<file path="src/rtl/ifu_pc_pkg.sv">
// ---------------------------------------------------------------------------
// ifu_pc_pkg
// Shared types and constants for the fetch-side PC generator (ifu_pc) and its
// FIFO helper (ifu_fifo).
//   inst_bus_t / inst_addr_bus_t : 32-bit instruction word / address
//   CPU_RESET_ADDR               : default PC after reset
//   JUMP_ENABLE                  : active level of the redirect strobes
//   IFU_NOP                      : addi x0,x0,0, shown when no instruction
//   tag_t                        : in-flight fetch record {epoch, addr}
//   buf_t                        : buffered instruction {inst, addr}
// Optional build macro: IFU_MISALIGN_CHK_EN (keeps target bit1 and flags
// misaligned redirect targets instead of fetching them).
// ---------------------------------------------------------------------------
package ifu_pc_pkg;

   typedef logic [31:0] inst_bus_t;
   typedef logic [31:0] inst_addr_bus_t;

   localparam inst_addr_bus_t CPU_RESET_ADDR = 32'h0000_0000;
   localparam logic           JUMP_ENABLE    = 1'b1;
   localparam inst_bus_t      IFU_NOP        = 32'h0000_0013;

   typedef struct packed {
      logic           epoch;
      inst_addr_bus_t addr;
   } tag_t;

   typedef struct packed {
`ifdef IFU_MISALIGN_CHK_EN
      logic           misalign;
`endif
      inst_bus_t      inst;
      inst_addr_bus_t addr;
   } buf_t;

   // Redirect targets are halfword aligned at most. Without the misalignment
   // check the fetch unit only handles word addresses, so bit1 is dropped too.
   function automatic inst_addr_bus_t align_target(input inst_addr_bus_t raw);
`ifdef IFU_MISALIGN_CHK_EN
      return {raw[31:1], 1'b0};
`else
      return {raw[31:2], 2'b00};
`endif
   endfunction

endpackage

</file>
<file path="src/rtl/ifu_fifo.sv">
// ---------------------------------------------------------------------------
// ifu_fifo
// Small synchronous FIFO used for the in-flight fetch tags and for the
// instruction buffer of ifu_pc.
//   clk, rst : clock, synchronous active-high reset
//   flush    : drop all stored entries this edge; a push in the same cycle
//              lands in the emptied FIFO
//   push     : write wdata (ignored when full and not popping/flushing)
//   pop      : discard head (ignored when empty or flushing)
//   rdata    : head entry (meaningless while empty)
//   empty    : no entries stored
//   count    : number of stored entries, 0..DEPTH
// DEPTH must be a power of two so the pointers wrap naturally.
// ---------------------------------------------------------------------------
module ifu_fifo #(
   parameter int WIDTH = 32,
   parameter int DEPTH = 2
) (
   input  logic                     clk,
   input  logic                     rst,
   input  logic                     flush,
   input  logic                     push,
   input  logic [WIDTH-1:0]         wdata,
   input  logic                     pop,
   output logic [WIDTH-1:0]         rdata,
   output logic                     empty,
   output logic [$clog2(DEPTH):0]   count
);

   localparam int          AW       = $clog2(DEPTH);
   localparam logic [AW:0] FULL_CNT = DEPTH[AW:0];

   logic [WIDTH-1:0] mem [DEPTH];
   logic [AW-1:0]    rd_ptr;
   logic [AW-1:0]    wr_ptr;
   logic [AW-1:0]    wr_idx;
   logic [AW:0]      cnt;
   logic             do_pop;
   logic             do_push;

   assign do_pop  = pop && (cnt != '0) && !flush;
   assign do_push = push && (flush || (cnt != FULL_CNT) || do_pop);
   // After a flush the pointers restart at zero, so a concurrent push goes there.
   assign wr_idx  = flush ? '0 : wr_ptr;

   always_ff @(posedge clk) begin
      if (rst) begin
         rd_ptr <= '0;
         wr_ptr <= '0;
         cnt    <= '0;
      end else if (flush) begin
         rd_ptr <= '0;
         wr_ptr <= do_push ? AW'(1) : '0;
         cnt    <= do_push ? (AW+1)'(1) : '0;
      end else begin
         if (do_push) wr_ptr <= wr_ptr + AW'(1);
         if (do_pop)  rd_ptr <= rd_ptr + AW'(1);
         cnt <= cnt + (AW+1)'(do_push) - (AW+1)'(do_pop);
      end
   end

   always_ff @(posedge clk) begin
      if (do_push) mem[wr_idx] <= wdata;
   end

   assign rdata = mem[rd_ptr];
   assign empty = (cnt == '0);
   assign count = cnt;

endmodule

</file>
<file path="src/rtl/ifu_pc.sv">
// ---------------------------------------------------------------------------
// ifu_pc
// Fetch PC generator and instruction-bus front end feeding if_id.
//   clk, rst                    : clock, synchronous active-high reset
//   ex_jump_en_i/ex_jump_addr_i : EX redirect (highest priority)
//   prd_jump_en_i, prd_jump_base_i, prd_jump_ofset_i : predicted redirect,
//                                 target = base + ofset
//   stall_i                     : if_id does not accept the head this cycle
//   ibus_req_o/ibus_addr_o      : fetch request at the current PC
//   ibus_gnt_i                  : request accepted this cycle
//   ibus_rvalid_i/ibus_rdata_i  : in-order response, >=1 cycle after gnt
//   inst_valid_o/inst_o/instaddr_o : buffered instruction toward if_id
//   inst_misalign_o             : (IFU_MISALIGN_CHK_EN only) head entry is a
//                                 misaligned-target marker, not a real fetch
// Handshake: a fetch is transferred on a cycle where ibus_req_o && ibus_gnt_i;
// the request is not held for a grant, so ibus_addr_o may change while
// ibus_req_o stays high. if_id takes the head on inst_valid_o && !stall_i.
// Optional build macro: IFU_MISALIGN_CHK_EN.
// ---------------------------------------------------------------------------
module ifu_pc
   import ifu_pc_pkg::*;
#(
   parameter inst_addr_bus_t RESET_ADDR = CPU_RESET_ADDR,
   parameter int             DEPTH      = 2
) (
   input  logic        clk,
   input  logic        rst,
   input  logic        ex_jump_en_i,
   input  logic [31:0] ex_jump_addr_i,
   input  logic        prd_jump_en_i,
   input  logic [31:0] prd_jump_base_i,
   input  logic [31:0] prd_jump_ofset_i,
   input  logic        stall_i,
   output logic        ibus_req_o,
   output logic [31:0] ibus_addr_o,
   input  logic        ibus_gnt_i,
   input  logic        ibus_rvalid_i,
   input  logic [31:0] ibus_rdata_i,
   output logic        inst_valid_o,
   output logic [31:0] inst_o,
`ifdef IFU_MISALIGN_CHK_EN
   output logic        inst_misalign_o,
`endif
   output logic [31:0] instaddr_o
);

   localparam int          CW        = $clog2(DEPTH) + 1;
   localparam logic [CW:0] DEPTH_CNT = DEPTH[CW:0];

   inst_addr_bus_t pc;
   logic           epoch;
   logic           redirect;
   inst_addr_bus_t prd_target;
   inst_addr_bus_t raw_target;
   inst_addr_bus_t target;
   logic           grant;
   logic           rsp_keep;
   logic [CW:0]    occupancy;

   tag_t           tag_wdata;
   tag_t           tag_head;
   logic           tag_empty;
   logic [CW-1:0]  tag_cnt;

   buf_t           buf_wdata;
   buf_t           buf_head;
   logic           buf_empty;
   logic           buf_push;
   logic           buf_pop;
   logic [CW-1:0]  buf_cnt;

`ifdef IFU_MISALIGN_CHK_EN
   logic           halt;
   logic           target_misalign;
`endif

   assign redirect   = (ex_jump_en_i == JUMP_ENABLE) || (prd_jump_en_i == JUMP_ENABLE);
   assign prd_target = prd_jump_base_i + prd_jump_ofset_i;
   assign raw_target = (ex_jump_en_i == JUMP_ENABLE) ? ex_jump_addr_i : prd_target;
   assign target     = align_target(raw_target);

   // Outstanding fetches plus buffered instructions; bounding this by DEPTH
   // guarantees every response has a buffer slot waiting for it.
   assign occupancy = {1'b0, tag_cnt} + {1'b0, buf_cnt};

`ifdef IFU_MISALIGN_CHK_EN
   assign target_misalign = target[1];
   assign ibus_req_o      = !rst && !halt && (occupancy < DEPTH_CNT);
`else
   assign ibus_req_o      = !rst && (occupancy < DEPTH_CNT);
`endif

   assign ibus_addr_o = pc;
   assign grant       = ibus_req_o && ibus_gnt_i;

   // Each grant records the epoch it was issued under; a response is only
   // kept if no redirect has happened since and none is happening right now.
   assign tag_wdata = '{epoch: epoch, addr: pc};
   assign rsp_keep  = ibus_rvalid_i && !tag_empty && (tag_head.epoch == epoch) && !redirect;

   ifu_fifo #(
      .WIDTH ($bits(tag_t)),
      .DEPTH (DEPTH)
   ) u_tag_fifo (
      .clk   (clk),
      .rst   (rst),
      .flush (1'b0),
      .push  (grant),
      .wdata (tag_wdata),
      .pop   (ibus_rvalid_i),
      .rdata (tag_head),
      .empty (tag_empty),
      .count (tag_cnt)
   );

   always_comb begin
      buf_wdata      = '0;
      buf_wdata.inst = ibus_rdata_i;
      buf_wdata.addr = tag_head.addr;
      buf_push       = rsp_keep;
`ifdef IFU_MISALIGN_CHK_EN
      // A misaligned redirect target is reported through the buffer as a
      // NOP marker instead of being fetched.
      if (redirect && target_misalign) begin
         buf_wdata.misalign = 1'b1;
         buf_wdata.inst     = IFU_NOP;
         buf_wdata.addr     = target;
         buf_push           = 1'b1;
      end
`endif
   end

   assign buf_pop = !buf_empty && !stall_i;

   ifu_fifo #(
      .WIDTH ($bits(buf_t)),
      .DEPTH (DEPTH)
   ) u_inst_buf (
      .clk   (clk),
      .rst   (rst),
      .flush (redirect),
      .push  (buf_push),
      .wdata (buf_wdata),
      .pop   (buf_pop),
      .rdata (buf_head),
      .empty (buf_empty),
      .count (buf_cnt)
   );

   always_ff @(posedge clk) begin
      if (rst) begin
         pc    <= RESET_ADDR;
         epoch <= 1'b0;
`ifdef IFU_MISALIGN_CHK_EN
         halt  <= 1'b0;
`endif
      end else if (redirect) begin
         pc    <= target;
         epoch <= ~epoch;
`ifdef IFU_MISALIGN_CHK_EN
         halt  <= target_misalign;
`endif
      end else if (grant) begin
         pc    <= pc + 32'd4;
      end
   end

   assign inst_valid_o = !buf_empty;
   assign inst_o       = buf_empty ? IFU_NOP    : buf_head.inst;
   assign instaddr_o   = buf_empty ? RESET_ADDR : buf_head.addr;
`ifdef IFU_MISALIGN_CHK_EN
   assign inst_misalign_o = !buf_empty && buf_head.misalign;
`endif

endmodule

</file>
<file path="config.mk">
export PLATFORM = sky130hd
export DESIGN_NAME = ifu_pc
export DESIGN_NICKNAME = d
export VERILOG_FILES = /design/src/rtl/ifu_pc_pkg.sv /design/src/rtl/ifu_fifo.sv /design/src/rtl/ifu_pc.sv
export SDC_FILE = /design/constraint.sdc
export NUM_CORES = 1
export LEC_CHECK = 0
export CORE_ASPECT_RATIO = 0.75
export CORE_MARGIN = 5
export CORE_UTILIZATION = 45
export CTS_BUF_LIST = sky130_fd_sc_hd__clkbuf_16
export DETAILED_ROUTE_END_ITERATION = 10
export GPL_TIMING_DRIVEN = 0
export PLACE_DENSITY = 0.75
export SETUP_SLACK_MARGIN = 0.2
export SLEW_MARGIN = 20
export SYNTH_ARGS = -nofsm -noshare
export SYNTH_HDL_FRONTEND = slang
export SYNTH_SLANG_ARGS = --single-unit
</file>
<file path="constraint.sdc">
create_clock -name clk -period 5.6 [get_ports clk]
set_input_delay 1.12 -clock clk [delete_from_list [all_inputs] [get_ports clk]]
set_output_delay 1.12 -clock clk [all_outputs]
set_load 0.02 [all_outputs]
</file>
# Word level (Yosys, flattened, before mapping)
# Memory sizes are Yosys's and may differ from the RTL's. A register that Yosys moved wholly into a read port is not among the register bits.
# Index checks and enable logic that the tools add are counted.
op_classes:
  addsub: 11
  muxes: 18
  n_reduce_logical: 27
  magnitude_cmp: 1
  n_eq_ne: 3
  n_bitwise: 1
op_table:
  columns: ["cell", "count"]
  rows:
  - ["2-to-1 mux 32 bit", 5]
  - ["adder 32 x 3 -> 32 bit (second input constant)", 1]
  - ["adder 32 bit", 1]
  - ["2-to-1 mux 1 bit", 12]
  - ["logical AND 1 bit", 11]
  - ["nonzero test 2 bit", 4]
  - ["zero test 1 bit", 5]
  - ["adder 1 bit (second input constant)", 4]
  - ["adder 2 x 1 -> 2 bit", 2]
  - ["zero test 2 bit", 2]
  - ["logical OR 1 bit", 4]
  - ["!= test 2 bit (second input constant)", 2]
  - ["subtractor 2 x 1 -> 2 bit", 2]
  - ["adder 2 x 2 -> 3 bit", 1]
  - ["< comparator 3 x 2 -> 1 bit (second input constant)", 1]
  - ["2-to-1 mux 2 bit", 1]
  - ["OR reduction 2 bit", 1]
  - ["equality test 1 bit", 1]
  - ["NOT 1 bit", 1]
totals:
  input_bits: 135
  mem_bits_rw: 194
  out_inout_bits: 98
  word_cells: 72
  regBits: 41
  n_memories: 2
mem_list:
  columns: ["memory", "words", "width", "read_ports", "rd_ports_with_merged_regs", "wr", "line_no", "text"]
  rows:
  - ["u_inst_buf.mem", 2, 64, 1, 1, 1, "ifu_fifo.sv:33", "logic [WIDTH-1:0] mem [DEPTH];"]
  - ["u_tag_fifo.mem", 2, 33, 1, 1, 1, "ifu_fifo.sv:33", null]

# Logic depth before layout (Yosys ltp)
# Gate-level depths: netlist of run 1.
depth:
  ltp_word: 10
  depth_mapped: 11
  mapped_depth_nobuf: 11

# Modules after synthesis
# Synthesis of run 1 repeated with hierarchy kept, for this count alone.
unflattened:
  cells_unflattened: 900
  hier_area_um2: 11512.3
modules_own_cells:
  columns: ["mod", "area_per_inst_um2", "seq_area_each_um2", "n_inst", "cells_per_inst"]
  rows:
  - ["ifu_fifo at u_inst_buf", 4874.7, 3943.8, 1, 228]
  - ["ifu_pc", 3990.1, 620.6, 1, 540]
  - ["ifu_fifo at u_tag_fifo", 2647.5, 2082.0, 1, 132]

# Worst setup path after synthesis of run 1
# No wires, ideal clock.
synth_timing:
  path_kind: "input to register"
  from: "input port prd_jump_en_i"
  to: "memory u_inst_buf.mem[0][10] (netlist name), enable pin"
  t_arrival_ns: 5.033
  n_path_buf: 2
  cell_stages: 6
  slack_ns: 0.064
  cell_sequence: "clkbuf_1 -> or2_2 -> clkbuf_1 -> a31oi_1 -> nand3_1 -> a21oi_1"
synth_via:
  elab_chain_len: 7
  word_cells_on_any_way: 10
  cone_classes: "mux: 3; reduce/logical: 7"
synth_rtl:
  columns: ["item", "line_no", "text"]
  rows:
  - ["start, declared", "ifu_pc.sv:30", "input logic prd_jump_en_i,"]
  - ["logical OR 1 bit (*)", "ifu_pc.sv:77", "assign redirect = (ex_jump_en_i == JUMP_ENABLE) || (prd_jump_en_i == JUMP_ENABLE);"]
  - ["zero test 1 bit", "ifu_fifo.sv:41, ifu_pc.sv:99", null]
  - ["logical AND 1 bit", "ifu_fifo.sv:41", "assign do_pop = pop && (cnt != '0) && !flush;"]
  - ["logical OR 1 bit", "ifu_fifo.sv:42", "assign do_push = push && (flush || (cnt != FULL_CNT) || do_pop);"]
  - ["logical AND 1 bit", "ifu_fifo.sv:42", null]
  - ["2-to-1 mux 1 bit", "ifu_fifo.sv:63", "if (do_push) mem[wr_idx] <= wdata;"]
  - ["2-to-1 mux 1 bit (implied by the code)", "ifu_fifo.sv:63", null]
  - ["end, declared", "ifu_fifo.sv:33", null]
# Mark *: on every way between the ends. The rest lies on a longest branch, timed or not.

==> results.sh, run 1 <==
export IMPL_status="finished clean"
export IMPL_initial_core_util_pct=45.2
export IMPL_period_needed_ps=4100
export IMPL_synthAdderAreaFrac_pct=4.25
export IMPL_area_growth_synth_to_final_pct=33.9
export IMPL_syn_area_um2=10800
export IMPL_fin_ws_ps=1500
export IMPL_pin_count=233
export IMPL_timing_fmax_mhz=244
export IMPL_netlist_instances=855
export IMPL_die_x_um=189
export IMPL_power_density_nw_per_um2=297
export IMPL_cts_resized=0
export IMPL_track_usage_pct=19.5
export IMPL_rows=49
export IMPL_hpwlAfterDp_mm=20.7
export IMPL_p_comb_share_pct=16.6
export IMPL_dp_cells=1398
export IMPL_rsz0062_at_grt="false"
export IMPL_r2r_end="ibus_addr_o[17]"
export IMPL_clk_path_buf_depth=3
export IMPL_power_share_sequential_pct=47.0
export IMPL_fin_cells=1442
export IMPL_clkPwrFrac_pct=36.4
export IMPL_dominantRegCellSynth="edfxtp_1"
export IMPL_synth_compound_area_share_pct=9.09
export IMPL_clock_latency_ps=510
export IMPL_postCtsHoldBufs=0
export IMPL_critical_path_class="flop to output pin"
export IMPL_yosys_mux_area_fraction_pct=9.20
export IMPL_synth_xor_area_share_pct=4.48
export IMPL_tns_ps=0
export IMPL_cts_setup_buffers=0
export IMPL_max_stage_delay_ps=660
export IMPL_place_area_um2=13600
export IMPL_drtPass1Iterations=5
export IMPL_drt_iter0_markers=466
export IMPL_ys_seq_area_share_pct=59.5
export IMPL_slew_headroom_pct=47.1
export IMPL_cts_tree="built"
export IMPL_portBuffers=224
export IMPL_synth_top_family_by_area="simple AND/OR/NAND/NOR gates"
export IMPL_post_drt_wl_per_cell_um=18.8
export IMPL_vias_per_cell=5.33
export IMPL_finalMaxSlewViolations=0
export IMPL_cts_buffers=24
export IMPL_worstMarginPinSlew_ps=790
export IMPL_ir_drop_mv=0.182
export IMPL_worstPathRequired_ps=4480
export IMPL_crit_chain="clkbuf_1 > buf_1 > mux2i_1 > nor2_1 > clkdlybuf4s50_1"
export IMPL_r2r_cells=11
export IMPL_grt_pass1_vias=7686
export IMPL_switchingPower_mw=1.04
export IMPL_h_tree_depth=1
export IMPL_hold_path_class="flop to flop"
export IMPL_design_area_um2=14400
export IMPL_hold_end="u_tag_fifo.mem[0][32]"
export IMPL_via_count=7680
export IMPL_slowest_stage="clkdlybuf4s50_1"
export IMPL_synthArstFlopShare_pct=0
export IMPL_synth_simple_area_share_pct=10.9
export IMPL_fin_worst_skew_ps=10.6
export IMPL_ys_seq_elements=227
export IMPL_grt_max_degree=25
export IMPL_antenna_cells=0
export IMPL_rrSetupSlack_ps=2360
export IMPL_cts_root_buffer="clkbuf_16"
export IMPL_switching_share_pct=24.3
export IMPL_nNetsFinal=1289
export IMPL_cap_viol_max_count=0
export IMPL_hold_start="epoch"
export IMPL_grt_first_pass_wirelength_mm=42.1
export IMPL_pre_cts_slack_ps=1670
export IMPL_antenna_found_initial=1
export IMPL_cp_max_fo=10
export IMPL_worstReg2RegStart="u_tag_fifo.count[1]"
export IMPL_synth_edff_count=186
export IMPL_synthDistinctLibCells=74
export IMPL_clk_pin_slew_ps=60
export IMPL_yosys_warnings=0
export IMPL_setup_viol_count_final=0
export IMPL_synth_avg_cell_area_um2=12.6
export IMPL_antenna_left=0
export IMPL_cp_end_kind="output pin"
export IMPL_p_int_mw=3.24
export IMPL_cts_sinks=227
export IMPL_leakage_nw=4.92
export IMPL_cp_arrival_ps=2980
export IMPL_routed_wl_mm=27.1
export IMPL_fin_crit_sh_pct=73.2
export IMPL_dieArea_um2=27100
export IMPL_coreArea_um2=23800
export IMPL_finalWeightedCongestion=0.905
export IMPL_drcViolationCount=0
export IMPL_overflow=0
export IMPL_whs_path_depth=0
export IMPL_hold_violations=0
export IMPL_start_kind="flop"
export IMPL_fp_dieH_um=144
export IMPL_worst_hold_slack_ps=520
export IMPL_layout_drive_gt1_share_pct=10.1
==> how the worst max path moves through the flow <==
stage	start	endpoint	slack, ps	depth (start not counted)
final	flop	instaddr_o[21]	1500	5
after global routing	flop	instaddr_o[21]	1320	5
after floorplan	prd_jump_en_i	u_inst_buf.mem[1][10]	480	6
after CTS	flop	instaddr_o[21]	1410	5
after detailed placement	ex_jump_en_i	u_inst_buf.mem[1][51]	1670	8
after global placement	ex_jump_en_i	u_inst_buf.mem[1][51]	-1730	5
==> cells in the final DEF, fill, tap and decap left out, drive strengths merged, types with 4 or more instances in the layout <==
master,n
nand2,38
nor2,109
a221oi,6
mux2i,64
and4,4
clkinv,13
a31oi,7
mux2,31
dfxtp,41
a21o,10
xnor2,37
and3,10
buf,27
nand4,13
ha,35
clkdlybuf4s50,224
edfxtp,186
a21oi,48
inv,17
conb,4
o21ai,19
o21a,4
nand3,26
nand2b,4
nor3,21
a211oi,13
clkbuf,49
xor2,18
==> power groups by stage <==
stage	registers [mW]	clock network, mW	logic, mW
after detailed placement	2.05	0	0.704
after CTS	2.01	1.59	0.711
after global routing	2.02	1.65	0.769
after global placement	2.05	0	0.674
final	2.01	1.56	0.711
after floorplan	2.05	0	0.404
==> per-layer routing <==
layer	up-vias	routed length (um)	GRT usage [%]
met2	297	12100	31.4
met3	50	2040	4.61
met1	3624	12200	26.7
met5	-	11	0
met4	2	739	5.60
li1	3707	-	-
==> sequential cells by signal, indices dropped and copies added (netlist names), named ones only <==
signal / flops
u_inst_buf.mem: 124
u_tag_fifo.mem: 62
ibus_addr_o: 30
u_inst_buf.count: 2
u_tag_fifo.count: 2
epoch: 1
u_inst_buf.rd_ptr: 1
u_inst_buf.wr_ptr: 1
u_tag_fifo.rd_ptr: 1
u_tag_fifo.wr_ptr: 1
==> critical path: cells and delay by family (launching register included) <==
kind | cells | cell delay (ps)
buffers and inverters | 3 | 1740
flip-flops | 1 | 310
multiplexers | 1 | 160
AND/OR/NAND/NOR | 1 | 260
==> synth_stat cells (3+ instances only) <==
cell	number	share of area, %
edfxtp_1	186	52
nor2_1	108	3.8
mux2i_1	64	6.0
a21oi_1	46	2.1
dfxtp_1	41	7.6
nand2_1	37	1.3
xnor2_1	37	3.0
ha_1	35	4.1
mux2_2	30	3.1
nand3_1	24	1.1
clkbuf_1	23	0.80
nor3_1	20	0.93
xor2_1	18	1.5
o21ai_0	17	0.79
inv_1	16	0.56
nand4_1	13	0.76
a211oi_1	11	0.77
buf_1	11	0.38
and3_1	9	0.52
a21o_1	8	0.56
a31oi_1	7	0.41
a221oi_1	4	0.33
buf_4	4	0.28
nand2b_1	4	0.23
o21a_1	4	0.28
a22oi_1	3	0.21
and2_1	3	0.17
nor2b_1	3	0.17
nor3b_1	3	0.21
o211ai_1	3	0.21
o21bai_1	3	0.21
o221ai_1	3	0.24
==> kinds of logic (layout without fill, tap and decap cells) <==
logic type,count (synthesis),after routing
adders and majority gates,36,36
AOI/OAI and AO/OA,140,140
buffers and inverters,58,336
and+or+nand+nor,243,243
muxes,95,95
other,1,4
xor gates and xnor gates,55,55
DFF,227,227
==> final cells by class <==
class | count | area [um^2]
inverter | 16 | 60.1
timing repair buffer | 234 | 2440
buffer | 42 | 211
multi-input combinational | 573 | 4120
tap | 306 | 383
fill | 1878 | 9380
clock buffer | 25 | 626
clock inverter | 19 | 166
sequential | 227 | 6410
==> through the flow <==
stage          power [mW]  util, %
2_1_floorplan        2.46        -
3_3_place_gp         2.73     56.3
3_5_place_dp         2.75     57.3
4_1_cts              4.32     60.6
5_1_grt              4.45     60.6
6_report             4.28     60.6
Power figures use the tool's default switching activity.
==> run 2, diff against run 1 <==
--- a/config.mk
+++ b/config.mk
@@ -11,7 +11,7 @@
 export CTS_BUF_LIST = sky130_fd_sc_hd__clkbuf_16
 export DETAILED_ROUTE_END_ITERATION = 10
 export GPL_TIMING_DRIVEN = 0
-export PLACE_DENSITY = 0.75
+export PLACE_DENSITY = 0.72
 export SETUP_SLACK_MARGIN = 0.2
 export SLEW_MARGIN = 20
 export SYNTH_ARGS = -nofsm -noshare
==> constraint.sdc (replaced) <==
create_clock -name clk -period 3.8 [get_ports clk]
set_input_delay 0.76 -clock clk [delete_from_list [all_inputs] [get_ports clk]]
set_output_delay 0.76 -clock clk [all_outputs]
set_load 0.02 [all_outputs]
==> run 2 against run 1 <==
Via count grew 1.5%. Cell count shrank 0.28%. Sequential power grew 48%. Clock skew grew 14 ps. Total power grew 39%. Sequential cell count is the same. Largest power group unchanged.
==> results.sh, run 2 (synthesis results as in run 1) <==
export IMPL_via_count=7798
export IMPL_fin_ws_ps=378
export IMPL_grt_max_degree=27
export IMPL_worstPathRequired_ps=3040
export IMPL_fp_dieH_um=144
export IMPL_hold_end="u_tag_fifo.mem[0][8]"
export IMPL_hold_path_class="flop to flop"
export IMPL_layout_drive_gt1_share_pct=10.0
export IMPL_cap_viol_max_count=0
export IMPL_coreArea_um2=23800
export IMPL_cp_arrival_ps=2660
export IMPL_max_stage_delay_ps=610
export IMPL_leakage_nw=4.90
export IMPL_cts_buffers=22
export IMPL_cts_setup_buffers=0
export IMPL_final_cell_mix="224 x clkdlybuf4s50_1, 186 x edfxtp_1, 106 x nor2_1"
export IMPL_cp_max_fo=10
export IMPL_slew_headroom_pct=50.7
export IMPL_worstMarginPinSlew_ps=739
export IMPL_ir_drop_mv=0.423
export IMPL_clock_latency_ps=510
export IMPL_slowest_stage="clkdlybuf4s50_1"
export IMPL_r2r_cells=11
export IMPL_cp_end_kind="output pin"
export IMPL_h_tree_depth=1
export IMPL_critical_path_class="flop to output pin"
export IMPL_nNetsFinal=1285
export IMPL_overflow=0
export IMPL_finalWeightedCongestion=0.875
export IMPL_vias_per_cell=5.42
export IMPL_cts_sinks=227
export IMPL_final_common_cell="clkdlybuf4s50_1"
export IMPL_whs_path_depth=0
export IMPL_regArea_um2=6410
export IMPL_multi_input_area_um2=4130
export IMPL_period_needed_ps=3420
export IMPL_initial_core_util_pct=45.2
export IMPL_drtPass1Iterations=5
export IMPL_antenna_left=0
export IMPL_worstReg2RegStart="u_tag_fifo.count[1]"
export IMPL_timing_fmax_mhz=292
export IMPL_grt_first_pass_wirelength_mm=42.6
export IMPL_dieArea_um2=27100
export IMPL_rows=49
export IMPL_area_growth_synth_to_final_pct=32.6
export IMPL_crit_chain="nor2_2 > buf_1 > inv_1 > nand2_1 > clkdlybuf4s50_1"
export IMPL_pre_cts_slack_ps=157
export IMPL_tns_ps=0
export IMPL_cts_root_buffer="clkbuf_16"
export IMPL_portBuffers=224
export IMPL_hold_start="ibus_addr_o[8]"
export IMPL_hpwlAfterDp_mm=20.7
export IMPL_design_area_um2=14300
export IMPL_rrSetupSlack_ps=460
export IMPL_post_drt_wl_per_cell_um=19.3
export IMPL_fin_crit_sh_pct=90.0
export IMPL_r2r_end="ibus_addr_o[15]"
export IMPL_worst_hold_slack_ps=513
export IMPL_power_density_nw_per_um2=418
export IMPL_drcViolationCount=0
export IMPL_setup_viol_count_final=0
export IMPL_status="finished clean"
export IMPL_fin_worst_skew_ps=24.5
export IMPL_finalPower_mw=5.96
export IMPL_pin_count=233
export IMPL_track_usage_pct=19.8
export IMPL_top_register="u_inst_buf.mem"
export IMPL_clk_pin_slew_ps=70
export IMPL_die_x_um=189
export IMPL_drt_iter0_markers=528
export IMPL_clk_path_buf_depth=3
export IMPL_cts_tree="built"
export IMPL_routed_wl_mm=27.8
export IMPL_place_area_um2=13600
export IMPL_finalMaxSlewViolations=0
export IMPL_grt_pass1_vias=7671
export IMPL_start_kind="flop"
export IMPL_dp_cells=1396
export IMPL_antenna_found_initial=2
export IMPL_fin_util_pct=60.0
export IMPL_largest_register_ffs=124
export IMPL_hold_violations=0
export IMPL_fin_cells=1438
export IMPL_rsz0062_at_grt="false"
export IMPL_nFillCells=1943
==> run 2: cell types whose count changed in the layout (fill, tap and decap cells not counted), sizes merged, moves of 2 or more <==
cell / change
bufinv: -3
clkbuf: -4
clkinv: -7
diode: +2
inv: +10
==> run 2: how the worst max path moves through the flow <==
| stage | start | endpoint | slack, ps | cells after the start |
|---|---|---|---|---|
| floorplan | prd_jump_en_i | u_inst_buf.mem[0][10] | 580 | 6 |
| global placement | ibus_gnt_i | u_tag_fifo.mem[0][7] | -610 | 3 |
| detailed placement | ex_jump_en_i | u_inst_buf.mem[1][8] | 160 | 6 |
| CTS | flop | instaddr_o[26] | 250 | 5 |
| global route | u_inst_buf.count[0] | inst_o[1] | 200 | 5 |
| finish | u_inst_buf.count[0] | inst_o[4] | 380 | 5 |
==> run 2: power by group <==
| part | switching, mW | internal (mW) |
|---|---|---|
| Clock | 0.887 | 1.05 |
| Combinational | 0.532 | 0.511 |
| Sequential | 0.0988 | 2.88 |
| Total | 1.52 | 4.44 |
==> run 2: layout make-up <==
type | count | share of cell area (%)
Inverter | 16 | 0.421
Buffer | 42 | 1.54
Timing Repair Buffer | 232 | 17.0
Sequential cell | 227 | 44.9
Tap cell | 306 | 2.68
Multi-Input combinational cell | 573 | 29.0
Clock inverter | 18 | 0.623
Clock buffer | 22 | 3.86
Antenna cell | 2 | 0.0351
==> run 2: worst max-delay path, delay by kind of cell (launching register included) <==
family        cells  cell delay [ps]
buf+inv           3             1250
simple gates      2              560
flops             1              340
==> run 2: timing repair <==
item | in CTS | in global routing
gates resized for setup | 7 | 3
endpoints found under the setup margin | 56 | 3
hold buffers | 0 | 0
gates cloned | 0 | 0
pin swaps | 0 | 0
==> run 2: metal layers <==
layer	routed length [um]	GRT usage [%]	vias to the layer above
met2	12400	31.7	298
met1	12900	28.6	3749
met5	0	0	-
met3	1880	3.62	37
li1	-	-	3714
met4	551	4.22	0
